===== src/rtl/pixel_sink_fifo_if.sv =====
// pixel_sink_fifo_if: pixel hand-off between the last pipeline stage, the
// sink FIFO and the downstream consumer.
// slave  = the FIFO side, master = the pipeline/consumer (or bench) side.
// When PIXEL_SINK_STATS_EN is defined the bundle also carries pix_count.
interface pixel_sink_fifo_if #(
  parameter int DEPTH = 4
);
  typedef logic [7:0] color_t;

  color_t                   color_in;
  logic                     color_in_valid;
  logic                     datapath_ready;
  logic                     flush;
  color_t                   color_out;
  logic                     color_out_valid;
  logic                     out_ready;
  logic [$clog2(DEPTH):0]   fill_level;
`ifdef PIXEL_SINK_STATS_EN
  logic [15:0]              pix_count;

  modport slave (
    input  color_in, color_in_valid, flush, out_ready,
    output datapath_ready, color_out, color_out_valid, fill_level, pix_count
  );

  modport master (
    output color_in, color_in_valid, flush, out_ready,
    input  datapath_ready, color_out, color_out_valid, fill_level, pix_count
  );
`else
  modport slave (
    input  color_in, color_in_valid, flush, out_ready,
    output datapath_ready, color_out, color_out_valid, fill_level
  );

  modport master (
    output color_in, color_in_valid, flush, out_ready,
    input  datapath_ready, color_out, color_out_valid, fill_level
  );
`endif
endinterface


===== src/rtl/pixel_sink_fifo.sv =====
// pixel_sink_fifo: output buffer at the tail of the pixel pipeline.
// The buffer absorbs pixels while the downstream consumer stalls and drives
// the pipe-wide datapath_ready. Every output is taken straight from a
// register, so nothing downstream sees a combinational path from out_ready
// or color_in_valid. The head pixel is kept in its own register (head_r),
// which is loaded with the pixel that will sit at the head after each edge.
// Optional build macro: PIXEL_SINK_STATS_EN adds the pix_count pop counter.

// Consistency checker for the FIFO bookkeeping registers.
module pixel_sink_fifo_chk #(
  parameter int DEPTH = 4,
  parameter int PTR_W = 2,
  parameter int CNT_W = 3
) (
  input logic             clk,
  input logic             resetN,
  input logic [CNT_W-1:0] count,
  input logic [PTR_W-1:0] wr_ptr,
  input logic [PTR_W-1:0] rd_ptr,
  input logic             ready,
  input logic             valid
);
  a_count_range: assert property (@(posedge clk) disable iff (!resetN)
    count <= CNT_W'(DEPTH));
  a_ready_matches_count: assert property (@(posedge clk) disable iff (!resetN)
    ready == (count < CNT_W'(DEPTH)));
  a_valid_matches_count: assert property (@(posedge clk) disable iff (!resetN)
    valid == (count != {CNT_W{1'b0}}));
  a_ptr_distance: assert property (@(posedge clk) disable iff (!resetN)
    ((int'(rd_ptr) + int'(count)) % DEPTH) == int'(wr_ptr));
endmodule

module pixel_sink_fifo #(
  parameter int DEPTH = 4
) (
  input logic               clk,
  input logic               resetN,
  pixel_sink_fifo_if.slave  bus
);
  typedef logic [7:0] color_t;

  localparam int     PTR_W     = $clog2(DEPTH);
  localparam int     CNT_W     = $clog2(DEPTH) + 1;
  localparam color_t MIN_COLOR = 8'h00;

  color_t             mem_r [DEPTH];
  logic [PTR_W-1:0]   wr_ptr_r;
  logic [PTR_W-1:0]   rd_ptr_r;
  logic [CNT_W-1:0]   count_r;
  logic               ready_r;
  logic               valid_r;
  color_t             head_r;

  logic               push_s;
  logic               pop_s;
  logic [PTR_W-1:0]   wr_ptr_inc_s;
  logic [PTR_W-1:0]   rd_ptr_inc_s;
  logic [PTR_W-1:0]   wr_ptr_nxt_s;
  logic [PTR_W-1:0]   rd_ptr_nxt_s;
  logic [CNT_W-1:0]   count_nxt_s;
  color_t             head_nxt_s;

  // A held stage output during a stall is not re-captured because ready_r
  // already reflects the stall; an empty buffer never pops since valid_r is 0.
  assign push_s = bus.color_in_valid & ready_r;
  assign pop_s  = valid_r & bus.out_ready;

  // Next-state computation for pointers, occupancy and the head register.
  always_comb begin
    wr_ptr_inc_s = (wr_ptr_r == PTR_W'(DEPTH - 1)) ? {PTR_W{1'b0}} : wr_ptr_r + PTR_W'(1);
    rd_ptr_inc_s = (rd_ptr_r == PTR_W'(DEPTH - 1)) ? {PTR_W{1'b0}} : rd_ptr_r + PTR_W'(1);
    wr_ptr_nxt_s = wr_ptr_r;
    rd_ptr_nxt_s = rd_ptr_r;
    count_nxt_s  = count_r;
    head_nxt_s   = head_r;
    if (bus.flush) begin
      // Flush wins over any push or pop presented in the same cycle.
      wr_ptr_nxt_s = {PTR_W{1'b0}};
      rd_ptr_nxt_s = {PTR_W{1'b0}};
      count_nxt_s  = {CNT_W{1'b0}};
      head_nxt_s   = MIN_COLOR;
    end else begin
      if (push_s) begin
        wr_ptr_nxt_s = wr_ptr_inc_s;
      end else begin
        wr_ptr_nxt_s = wr_ptr_r;
      end
      if (pop_s) begin
        rd_ptr_nxt_s = rd_ptr_inc_s;
      end else begin
        rd_ptr_nxt_s = rd_ptr_r;
      end
      count_nxt_s = count_r + CNT_W'(push_s) - CNT_W'(pop_s);
      if (count_nxt_s == {CNT_W{1'b0}}) begin
        head_nxt_s = MIN_COLOR;
      end else if (count_r == {CNT_W{1'b0}}) begin
        // Empty buffer receiving a pixel: it becomes the head immediately.
        head_nxt_s = bus.color_in;
      end else if (pop_s) begin
        // With one entry left the only survivor is the pixel being pushed;
        // otherwise the next stored entry moves up to the head.
        if (count_r == CNT_W'(1)) begin
          head_nxt_s = bus.color_in;
        end else begin
          head_nxt_s = mem_r[rd_ptr_inc_s];
        end
      end else begin
        head_nxt_s = head_r;
      end
    end
  end

  // Bookkeeping and output registers; ready is reloaded every cycle from the
  // occupancy that will hold after this edge.
  always_ff @(posedge clk or negedge resetN) begin
    if (!resetN) begin
      wr_ptr_r <= {PTR_W{1'b0}};
      rd_ptr_r <= {PTR_W{1'b0}};
      count_r  <= {CNT_W{1'b0}};
      ready_r  <= 1'b1;
      valid_r  <= 1'b0;
      head_r   <= MIN_COLOR;
    end else begin
      wr_ptr_r <= wr_ptr_nxt_s;
      rd_ptr_r <= rd_ptr_nxt_s;
      count_r  <= count_nxt_s;
      ready_r  <= (count_nxt_s < CNT_W'(DEPTH));
      valid_r  <= (count_nxt_s != {CNT_W{1'b0}});
      head_r   <= head_nxt_s;
    end
  end

  // Pixel storage; deliberately left out of reset, contents are only read
  // at positions the pointers mark as occupied.
  always_ff @(posedge clk) begin
    if (push_s && !bus.flush) begin
      mem_r[wr_ptr_r] <= bus.color_in;
    end
  end

`ifdef PIXEL_SINK_STATS_EN
  logic [15:0] pix_count_r;

  // Pop counter since reset or flush; wraps naturally at 16 bits.
  always_ff @(posedge clk or negedge resetN) begin
    if (!resetN) begin
      pix_count_r <= 16'h0000;
    end else if (bus.flush) begin
      pix_count_r <= 16'h0000;
    end else if (pop_s) begin
      pix_count_r <= pix_count_r + 16'h0001;
    end
  end

  assign bus.pix_count = pix_count_r;
`endif

  assign bus.datapath_ready  = ready_r;
  assign bus.color_out_valid = valid_r;
  assign bus.color_out       = head_r;
  assign bus.fill_level      = count_r;

  pixel_sink_fifo_chk #(
    .DEPTH (DEPTH),
    .PTR_W (PTR_W),
    .CNT_W (CNT_W)
  ) u_chk (
    .clk    (clk),
    .resetN (resetN),
    .count  (count_r),
    .wr_ptr (wr_ptr_r),
    .rd_ptr (rd_ptr_r),
    .ready  (ready_r),
    .valid  (valid_r)
  );
endmodule


===== src/flat_wrapper.sv =====
// flat-port wrapper written by rule: the top's interface ports become plain ports
module pixel_sink_fifo_flat 
#(
  parameter int DEPTH = 4
)
  (clk, resetN, bus_color_in, bus_color_in_valid, bus_flush, bus_out_ready, bus_datapath_ready, bus_color_out, bus_color_out_valid, bus_fill_level);
  pixel_sink_fifo_if #(.DEPTH(DEPTH)) bus_i ();
  input logic clk;
  input logic resetN;
  input wire logic [$bits(bus_i.color_in)-1:0] bus_color_in;
  input wire logic [$bits(bus_i.color_in_valid)-1:0] bus_color_in_valid;
  input wire logic [$bits(bus_i.flush)-1:0] bus_flush;
  input wire logic [$bits(bus_i.out_ready)-1:0] bus_out_ready;
  output wire logic [$bits(bus_i.datapath_ready)-1:0] bus_datapath_ready;
  output wire logic [$bits(bus_i.color_out)-1:0] bus_color_out;
  output wire logic [$bits(bus_i.color_out_valid)-1:0] bus_color_out_valid;
  output wire logic [$bits(bus_i.fill_level)-1:0] bus_fill_level;
  assign bus_i.color_in = bus_color_in;
  assign bus_i.color_in_valid = bus_color_in_valid;
  assign bus_i.flush = bus_flush;
  assign bus_i.out_ready = bus_out_ready;
  assign bus_datapath_ready = bus_i.datapath_ready;
  assign bus_color_out = bus_i.color_out;
  assign bus_color_out_valid = bus_i.color_out_valid;
  assign bus_fill_level = bus_i.fill_level;
  pixel_sink_fifo #(.DEPTH(DEPTH)) u_core (.clk(clk), .resetN(resetN), .bus(bus_i));
endmodule

===== config.mk =====
export PLATFORM = sky130hd
export DESIGN_NAME = pixel_sink_fifo_flat
export DESIGN_NICKNAME = d
export VERILOG_FILES = /design/src/rtl/pixel_sink_fifo_if.sv /design/src/rtl/pixel_sink_fifo.sv /design/src/flat_wrapper.sv
export SDC_FILE = /design/constraint.sdc
export NUM_CORES = 1
export LEC_CHECK = 0
export ABC_AREA = 0
export CAP_MARGIN = 20
export CORE_UTILIZATION = 54
export CTS_BUF_LIST = sky130_fd_sc_hd__clkbuf_8 sky130_fd_sc_hd__clkbuf_16
export DETAILED_ROUTE_END_ITERATION = 16
export PLACE_DENSITY = 0.86
export SYNTH_ARGS = -nofsm -noshare
export SYNTH_HDL_FRONTEND = slang
export SYNTH_SLANG_ARGS = --single-unit

===== constraint.sdc =====
create_clock -name clk -period 3.3 [get_ports clk]
set_clock_uncertainty 0.2 [all_clocks]
set_input_delay 0.66 -clock clk [delete_from_list [all_inputs] [get_ports clk]]
set_output_delay 0.66 -clock clk [all_outputs]
set_load 0.02 [all_outputs]

Word level (Yosys, flattened, before mapping)
Memories as Yosys holds them, arrays and structs flattened.
Index checks and enable logic that the tools add are counted.
Widths: inputs -> output; s select.
{"block": "word_totals", "register_bits": 17, "ram_bits": 32, "out_inout_bits": 13, "elab_cells": 39, "mem_count": 1}
{"memory": "u_core.mem_r", "words": 4, "word_bits": 8, "read_ports": 1, "rd_clocked_by_memory_dff": 0, "wr": 1, "line": "pixel_sink_fifo.sv:46", "rtl": "color_t mem_r [DEPTH];"}
{"block": "classes", "addsub": 4, "order_cmp": 1, "eq_ne": 3, "mux": 14, "n_bitwise": 2, "reduce_logical": 8}
{"operator": "$mux 8", "n": 5}
{"operator": "$mux 2", "n": 6}
{"operator": "$logic_not 3->1", "n": 2}
{"operator": "$add 2x1->2 const B", "n": 2}
{"operator": "$eq 2x2->1 const B", "n": 2}
{"operator": "$reduce_bool 2->1", "n": 2}
{"operator": "$reduce_bool 4->1", "n": 1}
{"operator": "$add 3x1->3", "n": 1}
{"operator": "$eq 3x1->1 const B", "n": 1}
{"operator": "$lt 3x3->1 const B", "n": 1}
{"operator": "$mux 3", "n": 1}
{"operator": "$reduce_bool 3->1", "n": 1}
{"operator": "$sub 3x1->3", "n": 1}
{"operator": "$and 1x1->1", "n": 2}
{"operator": "$mux 1", "n": 2}
{"operator": "$logic_and 1x1->1", "n": 1}
{"operator": "$logic_not 1->1", "n": 1}

Depth between registers and ports, before layout
An unclocked memory read counts as a cell.
{"block": "logic_depth", "depth_word": 8, "mapped_depth": 11, "depth_no_buf": 11}

Least setup slack after synthesis
Ideal clock, no wire load.
{"block": "synth_timing", "path_type": "input to register", "startpoint": "input bus_out_ready", "endpoint": "register u_core.head_r[6] (netlist: u_core.bus.color_out[6])", "setup_ns": 0.066, "arrival_ns": 2.544, "path_slack_ns": 0.490, "stages": 11, "n_path_buf": 0, "cell_sequence": "nand2_1 > inv_1 > ha_1 > inv_1 > ha_1 > inv_1 > fa_1 > xnor3_1 > a31o_4 > a21oi_4 > a22o_1"}
{"block": "synth_via", "elab_chain_cells": 5, "elab_cells_between_ends": 6, "classes_between": "1 x add/sub; 2 x mux; 1 x bitwise; 2 x reduce/logical"}
{"item": "start: declaration", "line": "flat_wrapper.sv:13", "rtl": "input wire logic [$bits(bus_i.out_ready)-1:0] bus_out_ready;"}
{"item": "$and 1x1->1 *", "line": "pixel_sink_fifo.sv:66", "rtl": "assign pop_s = valid_r & bus.out_ready;"}
{"item": "$sub 3x1->3", "line": "pixel_sink_fifo.sv:93", "rtl": "count_nxt_s = count_r + CNT_W'(push_s) - CNT_W'(pop_s);"}
{"item": "$logic_not 3->1", "line": "pixel_sink_fifo.sv:94", "rtl": "if (count_nxt_s == {CNT_W{1'b0}}) begin"}
{"item": "$mux 8", "line": "pixel_sink_fifo.sv:94"}
{"item": "$mux 8", "line": "pixel_sink_fifo.sv:76", "rtl": "if (bus.flush) begin"}
{"item": "end signal: assignment", "line": "pixel_sink_fifo.sv:129", "rtl": "head_r <= head_nxt_s;"}
{"item": "end: declaration", "line": "pixel_sink_fifo.sv:52", "rtl": "color_t head_r;"}
Mark *: on every way between the ends. The rest lies on a longest branch, timed or not.
A chain may end at the register's enable or synchronous reset.

Worst setup path in the final report
{"block": "layout_timing", "startpoint": "input bus_out_ready", "endpoint": "register u_core.head_r[1] (netlist: u_core.bus.color_out[1])"}
The elaborated chain is that of the path after synthesis.

==> results.cfg <==
[die]
io_pins = 26
core_area_mm2 = 0.00374
initial_core_util_pct = 57.6
dieHeight_um = 65.2
rows = 22
die_w_um = 65.2
die_area_mm2 = 0.00425

[critical_path]
worstPathArrival_ps = 3030
cpMaxStageDelayCell = clkdlybuf4s50_1
crit_family = adder cells
cpMostUsedCell = inv_1
crit_buf_inv = 4
crit_path_start_kind = input port
slowest_delay_ps = 460
path_cells = clkdlybuf4s50_1 > nand2_1 > inv_1 > ha_1 > inv_1 > ha_1 > inv_1 > fa_1 > xnor3_1 > a31o_4 > nor2_4 > a22o_1
crit_path_end_kind = flop
crit_required_ps = 3340
path_class = in -> reg
worstPathMaxFanout = 8

[yosys]
syn_nets = 173
synth_largest_area_cell = edfxtp_1
synthArstFlopShare_pct = 34.7
synth_area_leaders = edfxtp_1, dfrtp_1, a211oi_1, ha_1, mux2i_1
ys_types = 27
avgSynthCellArea_um2 = 14.2
yosys_warnings = 0
ys_ff_latch = 49
synth_edf_count = 32
yosysTopAreaCellShare_pct = 44.6
synth-seq-area-share_pct = 64.4
netlist_area_mm2 = 0.00215
synth_ff_type = edfxtp_1
synthCells = 152

[timing]
final-max-slew-violation-count = 0
finalSetupViolCount = 0
tns_ps = 0
rsz0062_at_grt = false
worst_slew_margin_rel_pct = 49.6
setup_slack_ps = 314
fin_hold_ws_ps = 314
max_freq_mhz = 335
period_share_pct = 90.5
tightestPinTransition_ps = 753
min_period_ps = 2990
hold_viol_final = 0

[grt]
grt_util_all_layers_pct = 23.1
grt_pass1_vias = 1414
grt_max_degree = 18
grt_first_pass_wirelength_mm = 6.96
antenna_found_initial = 0
grt_overflow = 0

[cts]
clk_path_buf_depth = 2
clk_pin_slew_ps = 80
cts_setup_buffers = 0
hold_buffers = 0
clk_latency_ps = 300
cts_root_buf = clkbuf_8
cts_sinks = 49
ctsResizeCount = 0
htreeDepth = 2
cts_tree = yes
cts_buffers = 5

[placement]
routabilityCongestion = 0.758
place_ws_ps = 9.01
io_buffer_count = 25
dp_hpwl_mm = 2.99

[power]
comb_power_share_pct = 37.0
p_per_area_mw_per_mm2 = 792
p_leak_nw = 1.03
p_sw_share_pct = 34.2
ir_drop_mv = 0.505
p_int_mw = 1.33
power_switching_mw = 0.692
clockPowerShare_pct = 21.4
seq_power_share_pct = 41.6

[routing]
wirelength_mm = 4.25
via_count = 1342
drcViolationCount = 0
firstDrtPassIters = 4
via_per_inst = 5.89
wire_per_inst_um = 18.6
drtIter0Drc = 63
ant_nets = 0

[run]
cap_violations = 0

[final_layout]
n_antenna_cell = 0
layout.nets = 200
area_delta_synth_final_pct = 18.6
drive_gt1_share_pct = 7.78
num-fill-cells = 288

[hold_path]
hold_class = reg -> reg

[run_status]
status = completed
-- per-stage QoR --
| step | area [µm²] | util (%) | std cells | power, mW |
|---|---|---|---|---|
| floorplan | 2150 | - | 152 | 1.35 |
| global placement | 2440 | 65.1 | 220 | 1.56 |
| detailed placement | 2440 | 65.1 | 220 | 1.61 |
| CTS | 2550 | 68.2 | 228 | 2.04 |
| global route | 2550 | 68.2 | 228 | 2.14 |
| finish | 2550 | 68.2 | 228 | 2.02 |
-- worst register-to-register path: cells and delay by family, from the launching register on --
| kind | cells | cell delay, ps |
|---|---|---|
| flops | 1 | 380 |
| xor+xnor | 1 | 220 |
| simple gates | 2 | 290 |
| buf+inv | 3 | 180 |
| compound gates | 2 | 460 |
| fa+ha+maj | 3 | 790 |
-- layer usage --
layer	global-route usage [%]	vias up	share of wire [%]
li1	-	626	-
met1	29.3	660	41
met2	37.9	44	51
met3	5.90	12	5.5
met4	9.51	0	2.5
met5	0	-	0
-- final timing paths --
kind | startpoint | end | slack, ps | cells after the start
worst min-delay path | u_core.bus.color_out[2] | u_core.bus.color_out[2] | 310 | 1
min in group asynchronous | resetN | u_core.bus.fill_level[2] | 600 | 1
worst min register to register | u_core.bus.color_out[2] | u_core.bus.color_out[2] | 310 | 1
worst max register to register | u_core.bus.color_out_valid | u_core.bus.color_out[1] | 720 | 11
max in group asynchronous | resetN | u_core.rd_ptr_r[1] | 1830 | 1
worst max-delay path | bus_out_ready | u_core.bus.color_out[1] | 310 | 12
-- power groups by stage --
stage	clock network [mW]	registers [mW]	logic, mW
floorplan	0	0.865	0.484
global placement	0	0.847	0.716
detailed placement	0	0.854	0.753
CTS	0.436	0.841	0.758
global route	0.460	0.858	0.825
finish	0.433	0.841	0.749
-- registers in the layout, indices dropped and copies added (netlist names) --
signal and count:
u_core.bus.color_out_valid 1, u_core.bus.datapath_ready 1, u_core.bus.color_out 8, u_core.rd_ptr_r 2, u_core.mem_r 32, u_core.wr_ptr_r 2
u_core.bus.fill_level 3
-- synthesized netlist by cell type (all sizes together) (4+ instances only) --
library cell  instances
a21oi                 5
ha                    7
mux2i                 8
a22o                  8
edfxtp               32
and2                  4
buf                   5
nand2                 9
dfrtp                16
nor3                  9
a211oi               16
inv                  10
o21a                  9
nor2                  6
-- area by class of cell --
class	instances	area (µm²)	share of cell area, %
multi-input cells	87	696	27.2
clock inverters	2	33.8	1.32
inverters	10	37.5	1.47
repair buffers	26	258	10.1
clock buffers	6	82.6	3.23
flip-flops and latches	49	1390	54.3
well taps	48	60.1	2.35
-- cells by family after synthesis --
logic type / after synthesis / synth area share [%]
fa+ha+maj: 8 / 4.99
simple gates: 30 / 7.55
mux: 8 / 3.72
buf+inv: 16 / 3.31
flops: 49 / 64.4
compound gates: 40 / 15.0
xor+xnor: 1 / 1.05
-- layout by cell type, fill, tap and decap left out --
cell	instances
and2_1	4
a31o_4	1
dfstp_2	1
nor2_8	1
nor3_1	9
nand2_1	9
ha_1	7
dfrtp_1	16
o21bai_2	1
or3_1	1
o21a_1	9
buf_4	1
a22o_1	8
nor2_1	4
a21oi_1	4
bufinv_16	1
xnor3_1	1
clkbuf_8	6
fa_1	1
or2_1	1
nor2_4	1
edfxtp_1	32
clkdlybuf4s50_1	25
a21oi_4	1
mux2i_1	8
inv_1	11
a211oi_1	16
Power figures use the tool's default switching activity.
